File: src/rtl/regfile_pkg.sv
// regfile_pkg: shared definitions for the register-file write-port controller.
//   DEF_XLEN / DEF_ADDR_W : default data and register-address widths
//   NUM_REGS              : register file depth for the default address width
//   state_e               : controller FSM states (clear walk, normal operation)
//   req_id_e              : write-port requester identities
package regfile_pkg;

   localparam int DEF_XLEN   = 32;
   localparam int DEF_ADDR_W = 4;
   localparam int NUM_REGS   = 2 ** DEF_ADDR_W;

   typedef enum logic {
      INIT = 1'b0,
      RUN  = 1'b1
   } state_e;

   // Values double as the bit index of each requester in req/grant vectors.
   typedef enum logic {
      REQ_EX  = 1'b0,
      REQ_MEM = 1'b1
   } req_id_e;

endpackage

File: src/rtl/rr_arbiter2.sv
// rr_arbiter2: two-way round-robin arbiter.
//   clk, reset : clock, asynchronous active-high reset
//   req[1:0]   : request vector, bit 0 = EX, bit 1 = MEM
//   advance    : grant was consumed this cycle; update the last-grant record
//   grant[1:0] : one-hot (or zero) combinational grant
// The last-grant register resets to MEM so EX wins the first tie.
module rr_arbiter2
   import regfile_pkg::*;
(
   input  logic       clk,
   input  logic       reset,
   input  logic [1:0] req,
   input  logic       advance,
   output logic [1:0] grant
);

   req_id_e last_r;

   // Grant selection: a lone requester wins; on a tie the one not served last wins.
   always_comb begin
      grant = 2'b00;
      case (req)
         2'b01:   grant = 2'b01;
         2'b10:   grant = 2'b10;
         2'b11: begin
            if (last_r == REQ_MEM) begin
               grant = 2'b01;
            end else begin
               grant = 2'b10;
            end
         end
         default: grant = 2'b00;
      endcase
   end

   // Last-grant record, updated only when a grant is actually consumed.
   always_ff @(posedge clk or posedge reset) begin
      if (reset) begin
         last_r <= REQ_MEM;
      end else if (advance && grant[0]) begin
         last_r <= REQ_EX;
      end else if (advance && grant[1]) begin
         last_r <= REQ_MEM;
      end else begin
         last_r <= last_r;
      end
   end

endmodule

File: src/rtl/regfile_ctrl.sv
// regfile_ctrl: write-port controller and hazard scoreboard for the CPU register file.
//   After reset it clears x1..x(2^ADDR_W-1) one per cycle, then arbitrates the
//   single write port round-robin between execute and load writeback.
//   Ports:
//     clk, reset                     : clock, asynchronous active-high reset
//     ex_valid/ex_ready/ex_rd/ex_data     : execute writeback handshake
//     mem_valid/mem_ready/mem_rd/mem_data : load writeback handshake
//     iss_valid/iss_rd/iss_ready     : decode claims a destination register
//     rs1/rs2, hazard_1/hazard_2     : source addresses and pending-producer flags
//     rf_we/rf_rd/rf_write_data      : registered register-file write port
//     init_done                      : clear walk finished
//   Build option: define REGFILE_CTRL_SCOREBOARD_EN to implement the busy
//   scoreboard; otherwise hazards read 0 and the issue claim is ignored.
module regfile_ctrl
   import regfile_pkg::*;
#(
   parameter int XLEN   = DEF_XLEN,
   parameter int ADDR_W = DEF_ADDR_W
) (
   input  logic              clk,
   input  logic              reset,
   input  logic              ex_valid,
   output logic              ex_ready,
   input  logic [ADDR_W-1:0] ex_rd,
   input  logic [XLEN-1:0]   ex_data,
   input  logic              mem_valid,
   output logic              mem_ready,
   input  logic [ADDR_W-1:0] mem_rd,
   input  logic [XLEN-1:0]   mem_data,
   input  logic              iss_valid,
   input  logic [ADDR_W-1:0] iss_rd,
   output logic              iss_ready,
   input  logic [ADDR_W-1:0] rs1,
   input  logic [ADDR_W-1:0] rs2,
   output logic              hazard_1,
   output logic              hazard_2,
   output logic              rf_we,
   output logic [ADDR_W-1:0] rf_rd,
   output logic [XLEN-1:0]   rf_write_data,
   output logic              init_done
);

   localparam int                NREGS     = 2 ** ADDR_W;
   localparam logic [ADDR_W-1:0] FIRST_IDX = ADDR_W'(1);
   localparam logic [ADDR_W-1:0] LAST_IDX  = ADDR_W'(NREGS - 1);

   state_e              state_r, state_s;
   logic [ADDR_W-1:0]   cnt_r;
   logic                rf_we_r;
   logic [ADDR_W-1:0]   rf_rd_r;
   logic [XLEN-1:0]     rf_data_r;
   logic                init_done_r;
   logic                run_s;
   logic [1:0]          req_s;
   logic [1:0]          grant_s;
   logic                hs_s;
   logic [ADDR_W-1:0]   wb_rd_s;
   logic [XLEN-1:0]     wb_data_s;

   assign run_s = (state_r == RUN);
   assign req_s = run_s ? {mem_valid, ex_valid} : 2'b00;

   rr_arbiter2 u_arb (
      .clk     (clk),
      .reset   (reset),
      .req     (req_s),
      .advance (hs_s),
      .grant   (grant_s)
   );

   // A grant is only ever given to a valid requester, so any grant is a handshake.
   assign ex_ready  = grant_s[0];
   assign mem_ready = grant_s[1];
   assign hs_s      = |grant_s;
   assign iss_ready = init_done_r;
   assign init_done = init_done_r;

   assign rf_we         = rf_we_r;
   assign rf_rd         = rf_rd_r;
   assign rf_write_data = rf_data_r;

   // Writeback source mux driven by the arbiter grant.
   always_comb begin
      wb_rd_s   = ex_rd;
      wb_data_s = ex_data;
      if (grant_s[1]) begin
         wb_rd_s   = mem_rd;
         wb_data_s = mem_data;
      end else begin
         wb_rd_s   = ex_rd;
         wb_data_s = ex_data;
      end
   end

   // FSM next state: leave INIT after the last register has been cleared.
   always_comb begin
      state_s = state_r;
      case (state_r)
         INIT: begin
            if (cnt_r == LAST_IDX) begin
               state_s = RUN;
            end else begin
               state_s = INIT;
            end
         end
         RUN:     state_s = RUN;
         default: state_s = INIT;
      endcase
   end

   // FSM state register.
   always_ff @(posedge clk or posedge reset) begin
      if (reset) begin
         state_r <= INIT;
      end else begin
         state_r <= state_s;
      end
   end

   // Clear-walk counter; x0 is hard-wired so the walk starts at x1.
   always_ff @(posedge clk or posedge reset) begin
      if (reset) begin
         cnt_r <= FIRST_IDX;
      end else if (state_r == INIT) begin
         cnt_r <= cnt_r + ADDR_W'(1);
      end else begin
         cnt_r <= cnt_r;
      end
   end

   // Registered write port: clear walk in INIT, arbitrated writeback in RUN.
   // Writes to x0 are accepted but suppressed at the enable.
   always_ff @(posedge clk or posedge reset) begin
      if (reset) begin
         rf_we_r   <= 1'b0;
         rf_rd_r   <= '0;
         rf_data_r <= '0;
      end else if (!run_s) begin
         rf_we_r   <= 1'b1;
         rf_rd_r   <= cnt_r;
         rf_data_r <= '0;
      end else if (hs_s) begin
         rf_we_r   <= (wb_rd_s != '0);
         rf_rd_r   <= wb_rd_s;
         rf_data_r <= wb_data_s;
      end else begin
         rf_we_r   <= 1'b0;
         rf_rd_r   <= rf_rd_r;
         rf_data_r <= rf_data_r;
      end
   end

   // Init-done flag, rising together with the first RUN cycle.
   always_ff @(posedge clk or posedge reset) begin
      if (reset) begin
         init_done_r <= 1'b0;
      end else begin
         init_done_r <= (state_s == RUN);
      end
   end

`ifdef REGFILE_CTRL_SCOREBOARD_EN
   logic [NREGS-1:0] busy_r;
   logic [NREGS-1:0] set_mask_s;
   logic [NREGS-1:0] clr_mask_s;

   // Busy set/clear masks; the clear tracks the write actually reaching the file.
   always_comb begin
      set_mask_s = '0;
      clr_mask_s = '0;
      if (iss_valid && iss_ready && (iss_rd != '0)) begin
         set_mask_s[iss_rd] = 1'b1;
      end else begin
         set_mask_s = '0;
      end
      if (run_s && rf_we_r) begin
         clr_mask_s[rf_rd_r] = 1'b1;
      end else begin
         clr_mask_s = '0;
      end
   end

   // Busy bits: set is applied after clear so a new producer wins; bit 0 stays 0.
   always_ff @(posedge clk or posedge reset) begin
      if (reset) begin
         busy_r <= '0;
      end else begin
         busy_r <= ((busy_r & ~clr_mask_s) | set_mask_s) & {{(NREGS-1){1'b1}}, 1'b0};
      end
   end

   assign hazard_1 = busy_r[rs1];
   assign hazard_2 = busy_r[rs2];
`else
   logic unused_s;

   assign hazard_1 = 1'b0;
   assign hazard_2 = 1'b0;
   assign unused_s = ^{iss_valid, iss_rd, rs1, rs2};
`endif

endmodule

File: config.mk
export PLATFORM = sky130hd
export DESIGN_NAME = regfile_ctrl
export DESIGN_NICKNAME = d
export VERILOG_FILES = /design/src/rtl/regfile_pkg.sv /design/src/rtl/rr_arbiter2.sv /design/src/rtl/regfile_ctrl.sv
export SDC_FILE = /design/constraint.sdc
export NUM_CORES = 1
export LEC_CHECK = 0
export ABC_AREA = 1
export CAP_MARGIN = 20
export CORE_UTILIZATION = 40
export CTS_CLUSTER_SIZE = 20
export DETAILED_ROUTE_END_ITERATION = 6
export GPL_ROUTABILITY_DRIVEN = 0
export HOLD_SLACK_MARGIN = 0.02
export PLACE_DENSITY_LB_ADDON = 0.08
export SLEW_MARGIN = 30
export SYNTH_ARGS = -nofsm -noshare
export SYNTH_HDL_FRONTEND = slang
export SYNTH_SLANG_ARGS = --single-unit
File: constraint.sdc
create_clock -name clk -period 2.3 [get_ports clk]
set_clock_uncertainty 0.05 [all_clocks]
set_input_delay 0.23 -clock clk [delete_from_list [all_inputs] [get_ports clk]]
set_output_delay 0.23 -clock clk [all_outputs]
set_load 0.03 [all_outputs]
Yosys cells after proc, flatten, opt, wreduce, memory -nomap -nowiden
Index checks and enable logic that the tools add are counted.
{ "word_totals": {"register_bits": 43, "in_bits": 89, "out_inout_bits": 43, "word_cells": 33} }
{ "op_classes": {"n_addsub": 1, "n_eq_ne": 5, "muxes": 15, "bitwise_logic": 1, "reduce_logical": 5} }
{ "ops": {"columns": ["operator", "count"], "rows": [
  ["32-bit two-way mux", 3],
  ["4-bit two-way mux", 3],
  ["2-bit case mux with 3 select lines", 1],
  ["1-bit two-way mux", 5],
  ["4-bit by 1-bit adder with 4-bit output, second input constant", 1],
  ["2-bit equality test, second input constant", 2],
  ["4-bit equality test, second input constant", 1],
  ["2-bit two-way mux", 2],
  ["4-bit nonzero test", 1],
  ["2-bit by 1-bit equality test with 1-bit output, second input constant", 1],
  ["1-bit logical AND", 2],
  ["2-bit by 1-bit != test with 1-bit output, second input constant", 1],
  ["1-bit case mux with 2 select lines", 1],
  ["2-bit nonzero test", 1],
  ["2-bit OR reduction", 1],
  ["1-bit NOT", 1]
]} }

Depth between registers and ports, before layout
{ "logic_depth": {"ltp_word": 7, "ltp_mapped": 10, "ltp_nobuf": 8} }

By module
From an unflattened synthesis, not the netlist that was laid out.
{ "unflattened": {"hier_cells": 258, "area_unflattened_um2": 2199.6} }
{ "modules_own_cells": {"columns": ["mod", "n_inst", "cells_per_inst", "area_each_um2", "seq_area_each_um2"], "rows": [
  ["regfile_ctrl", 1, 249, 2134.5, 1052.3],
  ["rr_arbiter2", 1, 9, 65.1, 26.3]
]} }

Worst setup path after synthesis
No wires, ideal clock.
{ "synth_timing": {"path_kind": "reg-to-output", "from": "register init_done (netlist name)", "to": "output ex_ready", "arrival_time_ns": 1.277, "required_ns": 2.020, "path_slack_ns": 0.743, "path_stages_with_launch": 4, "path_buffers": 1, "path_cell_list": "dfrtp_1 buf_6 nand2_2 a21oi_1"} }
{ "synth_rtl": {"columns": ["item", "line", "text"], "rows": [
  ["end: declaration", "regfile_ctrl.sv:23", "output logic ex_ready,"]
]} }

Worst setup path in the final report
{ "layout_timing": {"from": "register u_arb.last_r", "to": "output ex_ready"} }
{ "layout_between": {"elab_chain_len": 2} }
{ "layout_rtl": {"columns": ["item", "line", "text"], "rows": [
  ["start: declaration", "rr_arbiter2.sv:17", "req_id_e last_r;"],
  ["start signal: assignment", "rr_arbiter2.sv:45", "last_r <= last_r;"],
  ["2-bit two-way mux", "rr_arbiter2.sv:26", "if (last_r == REQ_MEM) begin"],
  ["2-bit case mux with 3 select lines", "rr_arbiter2.sv:22", "case (req)"]
]} }
No other way between the ends.

==> impl_metrics.yaml <==
timing:
  final_period_minus_worst_setup_slack_ns: 1.97
  hold_slack_ns: 0.146
  timing.final.crit_share: 0.855
  grt_setup_unrepaired: "no"
  timing.fmax_mhz: 509
  fin_setup_tns_ns: 0
  final-hold-violation-count: 0
  layout_setup_ws_ns: 0.334
  report.final.setup_viol: 0
  slew_viol_final: 0
final_layout:
  layout_common_cells: "sky130_fd_sc_hd__clkdlybuf4s50_1 (115), sky130_fd_sc_hd__o21ai_1 (59), sky130_fd_sc_hd__nand2_1 (49)"
  syn_to_final_growth_pct: 61.4
  most_common_cell_after_layout_fill_and_taps_aside: "sky130_fd_sc_hd__clkdlybuf4s50_1"
  filler_cell_count: 453
  drive_gt1_frac: 0.0838
  finalInstanceArea_sq_um: 3410
  n_antenna_cell: 0
  multi_input_comb_area_sq_um: 838
  layout.area.seq_sq_um: 1080
  num-nets-final: 459
min_path:
  holdCritPathClass: "primary input to async pin"
logic_synthesis:
  synth_enable_flop_cells: 0
  post_synthesis_cell_count: 252
  synth_cell_types: 27
  syn_avg_cell_area_sq_um: 8.37
  yosys.area.top_type: "sky130_fd_sc_hd__dfrtp_1"
  yosys_warn_count: 0
  share_of_synthesized_flip_flops_with_an_asynchronous_set_or_reset: 1.00
  synth_largest_type_area_fraction: 0.486
  synth_top_cells_by_area: "sky130_fd_sc_hd__dfrtp_1 (49%), sky130_fd_sc_hd__o21ai_1 (14%), sky130_fd_sc_hd__nand2_1 (8.7%)"
  synth_sequential_area_ratio: 0.511
  register_bit_total_from_synthesis: 43
  ys_dominant_reg_cell: "sky130_fd_sc_hd__dfrtp_1"
  syn-cell-area_sq_um: 2110
clock_tree:
  cts_htree_levels: 2
  tritoncts.num_buffers: 5
  maximum_buffer_depth_of_the_clock_tree: 2
  cts.repair_timing.setup_buffer_count: 0
  numClockSinks: 43
  post_cts_hold_buffer_count: 0
  cts_tree: "done"
  clk-insertion-delay-late_ns: 0.29
  clk_pin_slew_ns: 0.08
  cts_root_buffer: "sky130_fd_sc_hd__clkbuf_8"
  cts.repair.resized: 0
global_routing:
  via_count_of_the_first_global_routing_pass: 1908
  globalRoute.totalOverflow: 0
  grt_pass1_wl_mm: 9.05
  grt_util_all_layers: 0.217
  antenna_found_initial: 0
  maximum_number_of_pins_on_one_net_before_global_route_repair: 25
floorplanning:
  num_io_pins: 132
  floorplan.die_area_sq_um: 5570
  design.core.area_sq_um: 5110
  die_span_y_um: 74.6
  floorplan.initialDensity: 0.413
  fp-row-count: 26
  die_width_um: 74.6
placed_design:
  preCtsSetupSlack_ns: 0.374
  post_dp_cell_area_sq_um: 3310
  io_buffer_count: 116
  place.detailed.hpwl_mm: 4.22
power:
  powerDensity_nw_per_um2: 605
  p_leak_nw: 1.46
  worst_vdd_drop_v: 0.000324
detailed_routing:
  tritonroute_pass_1_iters: 4
  vias_per_cell: 4.81
  route.vias.total: 2116
  antenna_left: 0
  per_cell_routed_wire_length_um: 13.1
  detail_route.iter0.violations: 55
  route.detailed.drc: 0
  postRouteWirelength_mm: 5.76
critical_path:
  cp_cell_sequence: "inv_1 > a21oi_1 > clkdlybuf4s50_1"
  worst_path_largest_cell_delay_ns: 0.68
  crit_path_max_fanout: 2
  critical_path_class: "flip-flop to primary output"
  timing.critical_path.to_type: "primary output"
  worstSetupStartpointType: "flip-flop"
  critPathSlowestCell: "sky130_fd_sc_hd__clkdlybuf4s50_1"
  crit_required_ns: 2.02
  worst_ep_arrival_time_ns: 1.69
job:
  timing.max_cap.violations: 0
outcome:
  run_status: "complete, no violations"
sequential cells by signal, indices dropped and copies added (netlist names):
signal / cells
rf_rd: 4
u_arb.last_r: 1
cnt_r: 4
init_done: 1
rf_we: 1
rf_write_data: 32
critical path: cells and delay by family, from the launching register on:
| family | cells | cell delay (ns) |
|---|---|---|
| AO/OA/AOI/OAI | 1 | 0.13 |
| flip-flops | 1 | 0.54 |
| buffers and inverters | 2 | 0.73 |
synthesized netlist by cell type (2+ instances only):
library cell               n
sky130_fd_sc_hd__xnor2_1   2
sky130_fd_sc_hd__nand3_1   7
sky130_fd_sc_hd__buf_2     4
sky130_fd_sc_hd__o21ai_1  59
sky130_fd_sc_hd__nand2_4   3
sky130_fd_sc_hd__buf_4     5
sky130_fd_sc_hd__inv_1    10
sky130_fd_sc_hd__nor2_1   39
sky130_fd_sc_hd__dfstp_2   2
sky130_fd_sc_hd__a31oi_1   2
sky130_fd_sc_hd__inv_2     3
sky130_fd_sc_hd__buf_6     7
sky130_fd_sc_hd__dfrtp_1  41
sky130_fd_sc_hd__nand2_1  49
sky130_fd_sc_hd__o21ai_0   7
where the power goes:
part | internal, mW | total, mW | leakage (nW) | switching [mW]
clock network | 0.274 | 0.522 | 0.0515 | 0.248
logic | 0.315 | 0.665 | 0.908 | 0.350
registers | 0.834 | 0.873 | 0.502 | 0.0390
total | 1.42 | 2.06 | 1.46 | 0.636
metal layers:
metal  GRT usage  vias to the layer above  wire, um
li1            -                     1048         -
met1       0.273                      986      2560
met2       0.367                       73      2690
met3      0.0535                        9       419
met4      0.0713                        0        91
met5           0                        -         0
cells by family (layout without fill, tap and decap cells):
family | count (synthesis) | in the layout | synth area share
flops | 43 | 43 | 0.511
other cells | 1 | 2 | 0.00178
compound gates | 70 | 70 | 0.168
fa+ha+maj | 1 | 1 | 0.00593
xor+xnor | 3 | 3 | 0.0125
buf+inv | 31 | 148 | 0.0931
simple gates | 103 | 103 | 0.207
path summary, 6_finish.rpt:
kind                                   startpoint                 to  slack, ns  cells after the start
worst min register to register  rf_write_data[25]  rf_write_data[25]       0.44                      2
max in group asynchronous                   reset           cnt_r[0]       1.45                      3
worst max register to register       u_arb.last_r   rf_write_data[1]       0.71                      6
worst max-delay path                 u_arb.last_r           ex_ready       0.33                      3
worst min-delay path                        reset  rf_write_data[23]       0.15                      2
min in group clk                rf_write_data[25]  rf_write_data[25]       0.44                      2
through the flow:
stage / power [mW] / util / std cells
floorplan: 1.23 / - / 253
CTS: 2.09 / 0.667 / 440
finish: 2.06 / 0.667 / 440
global route: 2.17 / 0.667 / 440
detailed placement: 1.56 / 0.647 / 432
global placement: 1.55 / 0.647 / 432
final cells by class:
| type | instances | area share |
|---|---|---|
| tap | 70 | 0.0257 |
| inverter | 14 | 0.0162 |
| multi-input combinational | 179 | 0.246 |
| timing repair buffer | 126 | 0.366 |
| clock buffer | 8 | 0.0294 |
| sequential | 43 | 0.317 |
No activity file was read; power rests on OpenSTA's default activity.
